==> src/rtl/uart_tx_drain.sv <==
// -----------------------------------------------------------------------------
// uart_tx_drain
//
// Drains bytes from an upstream FIFO and serialises each one as an 8N1-style
// UART frame: start bit (0), eight data bits LSB first, an optional even
// parity bit, then one or two stop bits (1). The line idles high.
//
// Frame sequence: IDLE -> FETCH -> START -> DATA -> [PARITY] -> STOP -> IDLE
//   IDLE   : issue a one-cycle FIFO read when tx_en=1 and the FIFO is not empty
//   FETCH  : capture the FIFO read data and its parity
//   START  : drive 0 for one bit period
//   DATA   : shift out 8 bits, LSB first
//   PARITY : drive the XOR of the data bits (only when PARITY_EN=1)
//   STOP   : drive 1 for STOP_BITS bit periods, then pulse frame_done
//
// Parameters
//   CLKS_PER_BIT : clk cycles per serial bit (2..65535)
//   PARITY_EN    : 1 inserts an even-parity bit after the data bits
//   STOP_BITS    : stop bits per frame (1 or 2)
//
// Ports
//   clk        : clock, rising edge
//   rstn       : asynchronous active-low reset
//   tx_en      : allows a new frame to start; never aborts a frame in flight
//   fifo_empty : upstream FIFO empty flag
//   fifo_data  : upstream FIFO read data, sampled in FETCH
//   fifo_re    : registered one-cycle read strobe to the FIFO
//   tx         : registered serial output, idle high
//   busy       : 1 in every state except IDLE
//   frame_done : one-cycle pulse coincident with the return to IDLE
// -----------------------------------------------------------------------------
module uart_tx_drain #(
  parameter int CLKS_PER_BIT = 16,
  parameter int PARITY_EN    = 0,
  parameter int STOP_BITS    = 1
) (
  input  logic       clk,
  input  logic       rstn,
  input  logic       tx_en,
  input  logic       fifo_empty,
  input  logic [7:0] fifo_data,
  output logic       fifo_re,
  output logic       tx,
  output logic       busy,
  output logic       frame_done
);

  // Bit-period counter width; a 1-bit counter is the floor.
  localparam int CNT_W = (CLKS_PER_BIT > 1) ? $clog2(CLKS_PER_BIT) : 1;
  localparam logic [CNT_W-1:0] CNT_LAST  = CNT_W'(CLKS_PER_BIT - 1);
  localparam logic             STOP_LAST = 1'(STOP_BITS - 1);

  localparam logic [2:0] IDLE   = 3'd0;
  localparam logic [2:0] FETCH  = 3'd1;
  localparam logic [2:0] START  = 3'd2;
  localparam logic [2:0] DATA   = 3'd3;
  localparam logic [2:0] PARITY = 3'd4;
  localparam logic [2:0] STOP   = 3'd5;

  logic [2:0]       state_q,      state_d;
  logic [CNT_W-1:0] cnt_q,        cnt_d;
  logic [2:0]       bit_idx_q,    bit_idx_d;
  logic             stop_idx_q,   stop_idx_d;
  logic [7:0]       shift_q,      shift_d;
  logic             parity_q,     parity_d;
  logic             tx_q,         tx_d;
  logic             fifo_re_q,    fifo_re_d;
  logic             frame_done_q, frame_done_d;

  logic             bit_end;

  assign bit_end = (cnt_q == CNT_LAST);

  always_comb begin
    // NOTE: every signal gets a default before the case so no path leaves
    // one unassigned, which would otherwise infer a latch.
    state_d      = state_q;
    bit_idx_d    = bit_idx_q;
    stop_idx_d   = stop_idx_q;
    shift_d      = shift_q;
    parity_d     = parity_q;
    fifo_re_d    = 1'b0;
    frame_done_d = 1'b0;

    case (state_q)
      IDLE: begin
        if (tx_en && !fifo_empty) begin
          fifo_re_d = 1'b1;
          state_d   = FETCH;
        end
      end

      FETCH: begin
        shift_d  = fifo_data;
        parity_d = ^fifo_data;
        state_d  = START;
      end

      START: begin
        if (bit_end) begin
          bit_idx_d = 3'd0;
          state_d   = DATA;
        end
      end

      DATA: begin
        if (bit_end) begin
          if (bit_idx_q == 3'd7) begin
            stop_idx_d = 1'b0;
            state_d    = (PARITY_EN != 0) ? PARITY : STOP;
          end else begin
            // The bit on the line is always shift_q[0]; shift at each bit end.
            bit_idx_d = bit_idx_q + 3'd1;
            shift_d   = {1'b0, shift_q[7:1]};
          end
        end
      end

      PARITY: begin
        if (bit_end) begin
          stop_idx_d = 1'b0;
          state_d    = STOP;
        end
      end

      STOP: begin
        if (bit_end) begin
          if (stop_idx_q == STOP_LAST) begin
            frame_done_d = 1'b1;
            state_d      = IDLE;
          end else begin
            stop_idx_d = stop_idx_q + 1'b1;
          end
        end
      end

      default: state_d = IDLE;
    endcase

    // The counter only runs in the timed states and restarts at every bit
    // boundary and every state change.
    if (state_q == IDLE || state_q == FETCH || state_d != state_q || bit_end) begin
      cnt_d = '0;
    end else begin
      cnt_d = cnt_q + 1'b1;
    end

    // tx is computed from the next state so the register holds the new bit
    // value from the first cycle of each bit period and is constant within it.
    case (state_d)
      START:   tx_d = 1'b0;
      DATA:    tx_d = shift_d[0];
      PARITY:  tx_d = parity_d;
      default: tx_d = 1'b1;
    endcase
  end

  // NOTE: sequential state uses non-blocking assignments so every flop samples
  // the pre-edge values of its neighbours, independent of statement order.
  always_ff @(posedge clk or negedge rstn) begin
    if (!rstn) begin
      state_q      <= IDLE;
      cnt_q        <= '0;
      bit_idx_q    <= 3'd0;
      stop_idx_q   <= 1'b0;
      // NOTE: the shift register is a plain flop bank, not a RAM, so it can
      // and does take the reset like the rest of the datapath.
      shift_q      <= 8'h00;
      parity_q     <= 1'b0;
      tx_q         <= 1'b1;
      fifo_re_q    <= 1'b0;
      frame_done_q <= 1'b0;
    end else begin
      state_q      <= state_d;
      cnt_q        <= cnt_d;
      bit_idx_q    <= bit_idx_d;
      stop_idx_q   <= stop_idx_d;
      shift_q      <= shift_d;
      parity_q     <= parity_d;
      tx_q         <= tx_d;
      fifo_re_q    <= fifo_re_d;
      frame_done_q <= frame_done_d;
    end
  end

  assign tx         = tx_q;
  assign fifo_re    = fifo_re_q;
  assign frame_done = frame_done_q;
  assign busy       = (state_q != IDLE);

endmodule

==> config.mk <==
export PLATFORM = sky130hd
export DESIGN_NAME = uart_tx_drain
export DESIGN_NICKNAME = d
export VERILOG_FILES = /design/src/rtl/uart_tx_drain.sv
export SDC_FILE = /design/constraint.sdc
export NUM_CORES = 1
export LEC_CHECK = 0
export BUFFER_PORTS_ARGS = -buffer_cell sky130_fd_sc_hd__buf_2
export CAP_MARGIN = 25
export CORE_UTILIZATION = 55
export DETAILED_ROUTE_END_ITERATION = 16
export PLACE_DENSITY = 0.77
export SLEW_MARGIN = 20
export SYNTH_ARGS = -nofsm -noshare
export SYNTH_HDL_FRONTEND = slang
export SYNTH_SLANG_ARGS = --single-unit
==> constraint.sdc <==
create_clock -name clk -period 2.2 [get_ports clk]
set_clock_uncertainty 0.05 [all_clocks]
set_input_delay 0.44 -clock clk [delete_from_list [all_inputs] [get_ports clk]]
set_output_delay 0.44 -clock clk [all_outputs]
set_load 0.01 [all_outputs]
Yosys cells after proc, flatten, opt, wreduce, memory -nomap -nowiden
Cells that the tools add are included.
W data, S select, Z words.

word-level totals
  register bits = 23

cells by class
  add/subtract/negate cells = 3
  equality and inequality tests = 17
  mux-type cells = 29
  reductions and logical operators = 14

operators with widths
  operator               count
  $mux W3                10
  $pmux W3 S6            1
  $mux W8                2
  $pmux W8 S2            1
  $eq A3 B2 Y1 const B   4
  $eq A3 B3 Y1 const B   4
  $ne A2 B2 Y1 const B   6
  $mux W1                11
  $reduce_xor A8 Y1      1
  $pmux W1 S3            2
  $pmux W3 S2            1
  $reduce_bool A3 Y1     2
  $reduce_and A5 Y1      1
  $add A4 B1 Y4 const B  1
  $eq A4 B4 Y1 const B   1
  $mux W4                1
  $reduce_and A4 Y1      1
  $reduce_bool A2 Y1     2
  $add A3 B1 Y3 const B  1
  $eq A3 B1 Y1 const B   1
  $logic_not A3 Y1       1
  $logic_or A1 B1 Y1     3
  $ne A3 B3 Y1           1
  $reduce_and A3 Y1      1
  3 further kinds        3

Depth between registers and ports, before layout
  word-level depth = 8
  depth in mapped cells = 6

Worst setup path after synthesis
Ideal clock, no wire load.

  kind = register to register
  from = reg bit_idx_q[0]
  to = reg shift_q[1]
  library setup time = 0.076 ns
  data arrival time = 1.472 ns
  setup slack = 0.601 ns
  stages on the path, launching flop included = 7
  buffers on the path = 0
  period minus slack after synthesis = 1.599 ns
  path through = dfrtp_1 -> ha_1 -> ha_1 -> nand4b_4 -> nor2_2 -> a22oi_1 -> o21ai_1

on the way
  cells in the longest elaborated chain, start to end = 3

RTL lines
  what                         line  source
  start, declared              62    logic [2:0] bit_idx_q, bit_idx_d;
  start signal, assigned       176   bit_idx_q <= bit_idx_d;
  $eq A3 B3 Y1                 108   if (bit_idx_q == 3'd7) begin
  $ne A2 B2 Y1 (no line)       --
  $reduce_and A3 Y1 (no line)  --
  end signal, assigned         178   shift_q <= shift_d;
  end, declared                64    logic [7:0] shift_q, shift_d;

No other way between the ends.
A chain may end at the register's enable or synchronous reset.

Worst setup path in the final report
  from = reg state_q[1]
  to = out busy

on the way
  cells in the longest elaborated chain, start to end = 1

RTL lines
  what                    line  source
  start, declared         60    logic [2:0] state_q, state_d;
  start signal, assigned  174   state_q <= state_d;
  $reduce_bool A3 Y1      189   assign busy = (state_q != IDLE);
  end, declared           44    output logic busy,

No other way between the ends.

==> impl_metrics.py <==
metrics = {
    "run_status": {
        "outcome": "completed",
    },
    "floorplan": {
        "fp.dieH_um": 47.4,
        "start_util_pct": 58.3,
        "fp.dieW_um": 47.4,
        "rows": 16,
        "boundaryPins": 16,
        "fp.dieArea_sq_um": 2240,
        "core-area_sq_um": 1940,
    },
    "logic_synthesis": {
        "synthMuxAreaShare_pct": 0.884,
        "synth-xor-area-share_pct": 6.96,
        "synth_top_family_by_area": "compound AO/OA/AOI/OAI gates",
        "seq_area_frac_synth_pct": 48.7,
        "synth_seq_cells": 22,
        "yosys.area_share.simple_pct": 17.7,
        "async_reset_ff_share_pct": 100,
        "synth_edf_count": 0,
        "ys_types": 34,
        "postSynthCellCount": 106,
        "syn-cell-area_sq_um": 1130,
        "synth-compound-area-share_pct": 19.2,
        "synth_fp_nets": 121,
        "synthAdderAreaFrac_pct": 3.31,
        "avgSynthCellArea_sq_um": 10.7,
        "yosysWarnings": 0,
        "synth_ff_type": "dfrtp_1",
    },
    "worst_setup_path": {
        "crit_path_start": "state_q[1]",
        "critPathLaunchType": "flip-flop",
        "crit_end": "busy",
        "crit_path_max_fanout": 15,
        "crit_type": "flip-flop to primary output",
        "r2r_end": "shift_q[5]",
        "critPathRequiredTime_ns": 1.71,
        "r2r_start": "bit_idx_q[0]",
        "worstPathArrival_ns": 1.56,
        "rrSetupSlack_ns": 0.35,
        "reg2regPathDepth": 6,
        "crit_path_end_kind": "primary output",
    },
    "power": {
        "p_leak_uw": 0.000583,
        "p_clk_share_pct": 32.0,
        "seqPwrFrac_pct": 59.9,
        "vdd_drop_max_mv": 0.421,
        "combPwrFrac_pct": 8.1,
        "power_uw": 705,
        "swShare_pct": 22.5,
        "power.switching_uw": 158,
        "p_int_uw": 546,
        "power_density_nw_per_um2": 561,
    },
    "global_routing": {
        "overflow": 0,
        "grt.total_usage_pct": 21.5,
        "antenna_found_initial": 0,
        "grt_pass1_wl_mm": 3.29,
        "first_global_vias": 732,
        "grt_max_degree": 23,
    },
    "cells_and_area": {
        "layout.nets": 138,
        "fin_area_sq_um": 1260,
        "final_cell_mix": "dfrtp_1 (21), buf_2 (15), a22oi_1 (10)",
        "synthToLayoutAreaGrowth_pct": 10.9,
        "drive_gt1_share_pct": 20.5,
        "instances_no_fill": 149,
        "layout.cells.most_common": "dfrtp_1",
        "antenna_cells": 0,
        "nFillCells": 167,
    },
    "sta": {
        "fin_setup_tns_ns": 0,
        "setup_viol": 0,
        "final_hold_viol_count": 0,
        "finalMaxSlewViolations": 0,
        "slew_headroom_pct": 62.6,
        "period_needed_ns": 2.05,
        "rsz0062_at_grt": "no",
        "period_share_pct": 93.1,
        "fmax_ghz": 0.488,
        "worst_pin_slew_ns": 0.562,
    },
    "place": {
        "gp_congestion": 0.825,
        "port_buffers": 15,
        "hpwl_mm": 1.54,
        "placed_cell_area_sq_um": 1220,
        "dp.cells": 145,
    },
    "cts": {
        "cts_buffers": 3,
        "ctsResizeCount": 0,
        "cts.path.max_buffers": 2,
        "holdBufCountCts": 0,
        "clock_latency_ns": 0.32,
        "cts_tree": "built",
        "clock-sinks": 22,
        "clk_root_buffer_cell": "clkbuf_4",
        "clk_pin_slew_ns": 0.12,
        "htreeDepth": 1,
        "cts_setup_buffers": 0,
    },
    "routing": {
        "ant_nets": 0,
        "dr.pass1.iters": 4,
        "drc": 0,
        "vias": 852,
        "finalWirelength_mm": 2.10,
        "wl_per_cell_um": 14.1,
        "vias_per_cell": 5.72,
        "drt-initial-drc-count": 24,
    },
    "hold_path": {
        "hp-class": "input port to asynchronous set/reset pin",
    },
    "flow_run": {
        "maxCapViolations": 0,
    },
}
[per-layer routing]
| layer | track usage (%) | vias up | part of all wire, % |
|---|---|---|---|
| met5 | 0 | - | 0 |
| met4 | 8.57 | 0 | 1.6 |
| met3 | 4.62 | 5 | 8.4 |
| met2 | 28.8 | 35 | 45 |
| met1 | 33.3 | 391 | 45 |
| li1 | - | 421 | - |
[cells by family (layout without fill, tap and decap cells)]
logic type	Yosys count	after routing
multiplexers	1	1
flip-flops	22	22
buffers and inverters	7	23
adder cells (fa/ha/maj)	3	3
AO/OA/AOI/OAI	31	31
AND/OR/NAND/NOR	33	33
XOR/XNOR	9	9
[power groups by stage]
stage / clock network [uW] / logic [uW] / registers (uW)
after detailed placement: 0 / 57.8 / 430
after global routing: 241 / 66.8 / 423
after CTS: 226 / 58.3 / 423
after global placement: 0 / 57.1 / 430
after floorplan: 0 / 33.0 / 427
final: 225 / 57.2 / 422
[synthesized netlist by cell type (2+ instances only)]
cell     count  area [sq um]
a21oi_1      3          15.0
a22o_1       2          17.5
a22oi_1     10          75.1
a32o_1       2          20.0
buf_2        2          10.0
dfrtp_1     21           526
ha_1         3          37.5
inv_1        4          15.0
nand2_1      7          26.3
nand3_1      2          10.0
nor2_1       9          33.8
nor2b_1      3          18.8
nor3_1       3          15.0
o21ai_0      2          10.0
o21ai_1      7          35.0
xnor2_1      8          70.1
[worst min path at each step]
stage,to,slack (ns),cells after the start
final,fifo_re,0.006,1
after global placement,frame_done,0.37,1
after detailed placement,fifo_re,0.38,1
after global routing,frame_done,0.06,1
after CTS,fifo_re,0.03,1
after floorplan,bit_idx_q[0],0.09,0
[through the flow]
step                      worst slack (ns)  hold WS [ns]  utilization [%]
after floorplan                      0.601        0.0944                -
after global placement               0.484         0.369             62.8
after detailed placement             0.390         0.376             62.8
after CTS                            0.163        0.0273             64.7
after global routing                 0.112        0.0586             64.7
final                                0.152       0.00561             64.7
[critical path, cell delays in order (launching register included)]
cell and delay [ns]:
dfrtp_1 0.61, or3_1 0.47, buf_2 0.16
[registers in the layout, summed over array words and instances, names as in the netlist]
signal	cells
shift_q	8
fifo_re	1
parity_q	1
frame_done	1
cnt_q	4
state_q	3
tx	1
bit_idx_q	3
[cell type report]
class                      count  area (sq um)  share of cell area [%]
clock buffer                   4          36.3                    2.89
inverter                       4          15.0                    1.20
multi-input combinational     77           544                    43.3
sequential                    22           552                    43.9
tap                           27          33.8                    2.69
timing repair buffer          15          75.1                    5.98
(Power assumes the default switching activity.)
